==> src/rtl/add_seq.sv <==
// add_seq -- multi-cycle adder/subtractor.
// Adds (or subtracts) two WIDTH-bit operands CHUNK bits per clock, rippling
// the carry between cycles through a register. Start/busy/done handshake.
//
// Parameters:
//   WIDTH    operand/result width, positive multiple of CHUNK
//   CHUNK    bits processed per cycle (NCH = WIDTH/CHUNK cycles per op)
// Ports:
//   clk, rst_n          clock, asynchronous active-low reset
//   start, a, b, sub    request and operands, sampled while idle
//   busy                operation in progress
//   done                one-cycle pulse, result outputs valid
//   sum, carry          result and carry out of the MSB (sub: 1 = no borrow)
//   overflow            signed two's-complement overflow
// Configuration:
//   ADD_SEQ_SUB_EN      when defined, sub selects a-b; otherwise sub is ignored
//
// state | meaning
// IDLE  | waiting for start, outputs hold the last result
// RUN   | one chunk per cycle, LSB chunk first

module add_seq #(
  parameter int WIDTH = 16,
  parameter int CHUNK = 4
) (
  input  logic             clk,
  input  logic             rst_n,
  input  logic             start,
  input  logic [WIDTH-1:0] a,
  input  logic [WIDTH-1:0] b,
  input  logic             sub,
  output logic             busy,
  output logic             done,
  output logic [WIDTH-1:0] sum,
  output logic             carry,
  output logic             overflow
);

  localparam int NCH = WIDTH / CHUNK;
  localparam int KW  = (NCH > 1) ? $clog2(NCH) : 1;
  localparam logic [KW-1:0] KLAST = KW'(NCH - 1);

  typedef enum logic {IDLE, RUN} state_t;
  state_t state, state_nx;

  // Operands are shifted right each cycle so the active chunk is always at
  // the bottom; the result is shifted in from the top.
  logic [WIDTH-1:0] a_r, b_r, res;
  logic [KW-1:0]    k;
  logic             c;

  logic [CHUNK-1:0] a_ch, b_ch;
  logic [CHUNK:0]   t;
  logic [WIDTH-1:0] res_nx;
  logic             last;
  logic             c_msb_in;
  logic [WIDTH-1:0] b_ld;
  logic             c_ld;

`ifdef ADD_SEQ_SUB_EN
  assign b_ld = sub ? ~b : b;
  assign c_ld = sub;
`else
  logic unused_sub;
  assign unused_sub = sub;
  assign b_ld = b;
  assign c_ld = 1'b0;
`endif

  always_comb begin
    a_ch   = a_r[CHUNK-1:0];
    b_ch   = b_r[CHUNK-1:0];
    t      = {1'b0, a_ch} + {1'b0, b_ch} + {{CHUNK{1'b0}}, c};
    res_nx = (res >> CHUNK) | (WIDTH'(t[CHUNK-1:0]) << (WIDTH - CHUNK));
    last   = (k == KLAST);
    // Carry into a bit is recovered from its sum bit: c_in = s ^ a ^ b.
    c_msb_in = t[CHUNK-1] ^ a_ch[CHUNK-1] ^ b_ch[CHUNK-1];
  end

  always_comb begin
    state_nx = state;
    busy     = 1'b0;
    case (state)
      IDLE: if (start) state_nx = RUN;
      RUN: begin
        busy = 1'b1;
        if (last) state_nx = IDLE;
      end
      default: state_nx = IDLE;
    endcase
  end

  always_ff @(posedge clk or negedge rst_n) begin
    if (!rst_n) begin
      state    <= IDLE;
      a_r      <= '0;
      b_r      <= '0;
      res      <= '0;
      k        <= '0;
      c        <= 1'b0;
      done     <= 1'b0;
      sum      <= '0;
      carry    <= 1'b0;
      overflow <= 1'b0;
    end else begin
      state <= state_nx;
      done  <= 1'b0;
      case (state)
        IDLE: begin
          if (start) begin
            a_r <= a;
            b_r <= b_ld;
            c   <= c_ld;
            k   <= '0;
          end
        end
        RUN: begin
          a_r <= a_r >> CHUNK;
          b_r <= b_r >> CHUNK;
          res <= res_nx;
          c   <= t[CHUNK];
          k   <= k + 1'b1;
          if (last) begin
            sum      <= res_nx;
            carry    <= t[CHUNK];
            overflow <= c_msb_in ^ t[CHUNK];
            done     <= 1'b1;
          end
        end
        default: ;
      endcase
    end
  end

endmodule

==> config.mk <==
export PLATFORM = sky130hd
export DESIGN_NAME = add_seq
export DESIGN_NICKNAME = d
export VERILOG_FILES = /design/src/rtl/add_seq.sv
export SDC_FILE = /design/constraint.sdc
export NUM_CORES = 1
export LEC_CHECK = 0
export CAP_MARGIN = 20
export CORE_MARGIN = 2
export CORE_UTILIZATION = 40
export CTS_CLUSTER_DIAMETER = 120
export DETAILED_ROUTE_END_ITERATION = 7
export MAX_ROUTING_LAYER = met4
export PLACE_DENSITY = 0.68
export SLEW_MARGIN = 20
export SYNTH_ARGS = -nofsm -noshare
export SYNTH_HDL_FRONTEND = slang
export SYNTH_SLANG_ARGS = --single-unit
==> constraint.sdc <==
create_clock -name clk -period 4.8 [get_ports clk]
set_clock_uncertainty 0.05 [all_clocks]
set_input_delay 0.72 -clock clk [delete_from_list [all_inputs] [get_ports clk]]
set_output_delay 0.72 -clock clk [all_outputs]
set_load 0.05 [all_outputs]
==> results.py <==
metrics = {
    "synthesis": {
        "synth_area_mm2": 0.00289,
        "yosysTopAreaCellShare": 0.580,
        "synth_xor_area_frac": 0.0151,
        "synthMuxAreaShare": 0.222,
        "synth_flop_cell": "dfrtp_1",
        "synth_compound_area_frac": 0.0614,
        "synth_cell_types": 21,
        "yosysMostFrequentCell": "dfrtp_1",
        "synthCells": 232,
        "async_reset_ff_frac": 1.00,
        "synth_edf_count": 0,
        "synth_top_family_by_area": "multiplexers",
        "seq_area_frac_synth": 0.580,
        "yosys.area_share.adder": 0.0311,
        "yosys.area_share.simple": 0.0549,
        "ys_top_cells_by_area": "dfrtp_1, mux2i_1, mux2_2",
        "avgSynthCellArea_um2": 12.5,
        "syn_nets": 274,
        "synth-seq-cells": 67,
        "ys.warnings.count": 0,
        "netlist.top_cell.by_area": "dfrtp_1",
        "yosys-top-cells-count": "dfrtp_1, mux2i_1, nand2_1",
    },
    "min_path": {
        "worst_hold_path_type": "in2async",
    },
    "route": {
        "drt_iter0_markers": 40,
        "drc": 0,
        "via_count": 1818,
        "postRouteAntennaNets": 0,
        "drt_pass1_iterations": 4,
        "vias_per_cell": 4.67,
        "wl_per_cell_um": 12.8,
        "drt_wl_total_mm": 4.97,
    },
    "pwr": {
        "leakagePower_nw": 1.69,
        "ir_worst_vdd_mv": 0.212,
        "sequentialPowerShare": 0.395,
        "power.net_switching_uw": 893,
        "power_frac_comb": 0.424,
        "p_per_area_mw_per_mm2": 633,
        "clockPowerShare": 0.181,
        "p_sw_frac": 0.385,
        "internal-power_mw": 1.42,
    },
    "placement": {
        "dp.final_hpwl_mm": 3.33,
        "port_buffers": 54,
        "gp_congestion": 0.764,
    },
    "worst_setup_path": {
        "worstPathArrival_ns": 1.52,
        "cp_slowest_cell": "clkdlybuf4s50_1",
        "worstSetupPathType": "reg2out",
        "end_kind": "output pin",
        "critPathLaunchType": "flip-flop",
        "crit_buf_inv": 1,
        "path_depth": 1,
        "crit_fanout": 2,
        "critical-path-max-stage-delay_ns": 0.81,
        "path_cells": "clkdlybuf4s50_1",
        "cp_top_family": "buffers and inverters",
        "crit_required_ns": 4.03,
        "r2r_cells": 4,
    },
    "cts": {
        "cts.sinks": 67,
        "holdBufCountCts": 0,
        "clk_pin_slew_worst_paths_ns": 0.07,
        "ctsResizeCount": 0,
        "cts_tree": "built",
        "worstSkewPairLatency_ns": 0.34,
        "cts-root-buf": "clkbuf_8",
        "post_cts_buffers": 0,
        "cts_buffers": 9,
        "clockBufferDepth": 2,
        "h-tree-depth": 3,
    },
    "sta": {
        "hold_viol_final": 0,
        "hold_slack_ns": 0.230,
        "fin_crit_sh": 0.477,
        "tightest_slew_ns": 0.971,
        "fmax_ghz": 0.436,
        "slew_headroom": 0.353,
        "min_period_ns": 2.29,
        "rsz0062_at_grt": "false",
        "drv_slew": 0,
        "setup_viol": 0,
        "fin_setup_tns_ns": 0,
    },
    "grt": {
        "grt_usage": 0.149,
        "grt-ovfl-total": 0,
        "antenna_found_initial": 0,
        "grt_pass1_wl_mm": 8.63,
        "grt_max_degree": 75,
        "grt_pass1_vias": 1892,
    },
    "floorplanning": {
        "design.die.area_mm2": 0.00793,
        "start_util": 0.405,
        "io_pins": 56,
        "rows": 31,
        "die_w_um": 89.0,
        "core-area_mm2": 0.00714,
        "die_h_um": 89.0,
    },
    "job": {
        "cap_violations": 0,
    },
    "cells_and_area": {
        "final_core_util": 0.513,
        "nFillCells": 678,
        "drive_gt1_frac": 0.172,
        "nNetsFinal": 327,
        "diodes": 0,
        "syn_to_final_growth_pct": 26.6,
    },
    "status": {
        "status": "complete, no violations",
    },
}
## metal layers
metal  share of wire  vias up  track usage  wire (um)
li1                -      897            -          -
met1            0.47      861        0.177       2330
met2            0.46       51        0.239       2310
met3           0.054        9       0.0379        267
met4           0.014        0       0.0692         68
met5               0        -            -          0
## placed cells by master, fill, tap and decap left out, types with 4 or more instances in the layout
cell and n:
inv_1 5, mux2i_1 35, nor2_1 11, mux2_2 26, xnor2_1 5, clkbuf_8 11
clkdlybuf4s50_1 52, dfrtp_1 66, ha_1 4, nand2_1 28, o21ai_0 26
## final cells by class
cell class,count,area [um^2],area share
Clock buffer,12,155,0.0423
Clock inverter,4,25.0,0.00683
Inverter,6,22.5,0.00615
Multi-Input combinational cell,145,1110,0.304
Sequential cell,67,1680,0.458
Tap cell,99,124,0.0338
Timing Repair Buffer,56,546,0.149
## power by group through the flow
stage	Combinational [mW]	Clock (mW)	Sequential (mW)
2_1_floorplan	0.482	0	1.16
3_3_place_gp	0.970	0	0.920
3_5_place_dp	0.999	0	0.931
4_1_cts	0.999	0.434	0.921
5_1_grt	1.08	0.460	0.948
6_report	0.983	0.420	0.916
## sequential cells by signal, summed over array words and instances, names as in the netlist
signal / count
a_r: 16
overflow: 1
res: 12
done: 1
state: 1
carry: 1
k: 2
b_r: 16
sum: 16
c: 1
## through the flow
stage / cell area, um^2 / setup slack (ns) / cells / total power [mW]
after global placement: 3480 / 2.73 / 373 / 1.89
after global routing: 3660 / 2.47 / 389 / 2.48
after CTS: 3660 / 2.49 / 389 / 2.35
final: 3660 / 2.51 / 389 / 2.32
after detailed placement: 3480 / 2.68 / 373 / 1.93
after floorplan: 2890 / 3.00 / 232 / 1.64
## worst paths after layout
| kind | from | endpoint | slack (ns) |
|---|---|---|---|
| max | sum[14] | sum[14] | 2.51 |
| min | rst_n | res[7] | 0.23 |
| max reg2reg | state | carry | 2.75 |
| min reg2reg | a_r[7] | a_r[3] | 0.43 |
| max in group asynchronous | rst_n | state | 3.46 |
| min in group clk | a_r[7] | a_r[3] | 0.43 |
## logic make-up after synthesis
logic type | after synthesis
DFF | 67
muxes | 61
and+or+nand+nor | 41
AOI/OAI and AO/OA | 32
buffers and inverters | 20
adders and majority gates | 6
xor gates and xnor gates | 5
No activity file was read; power rests on OpenSTA's default activity.
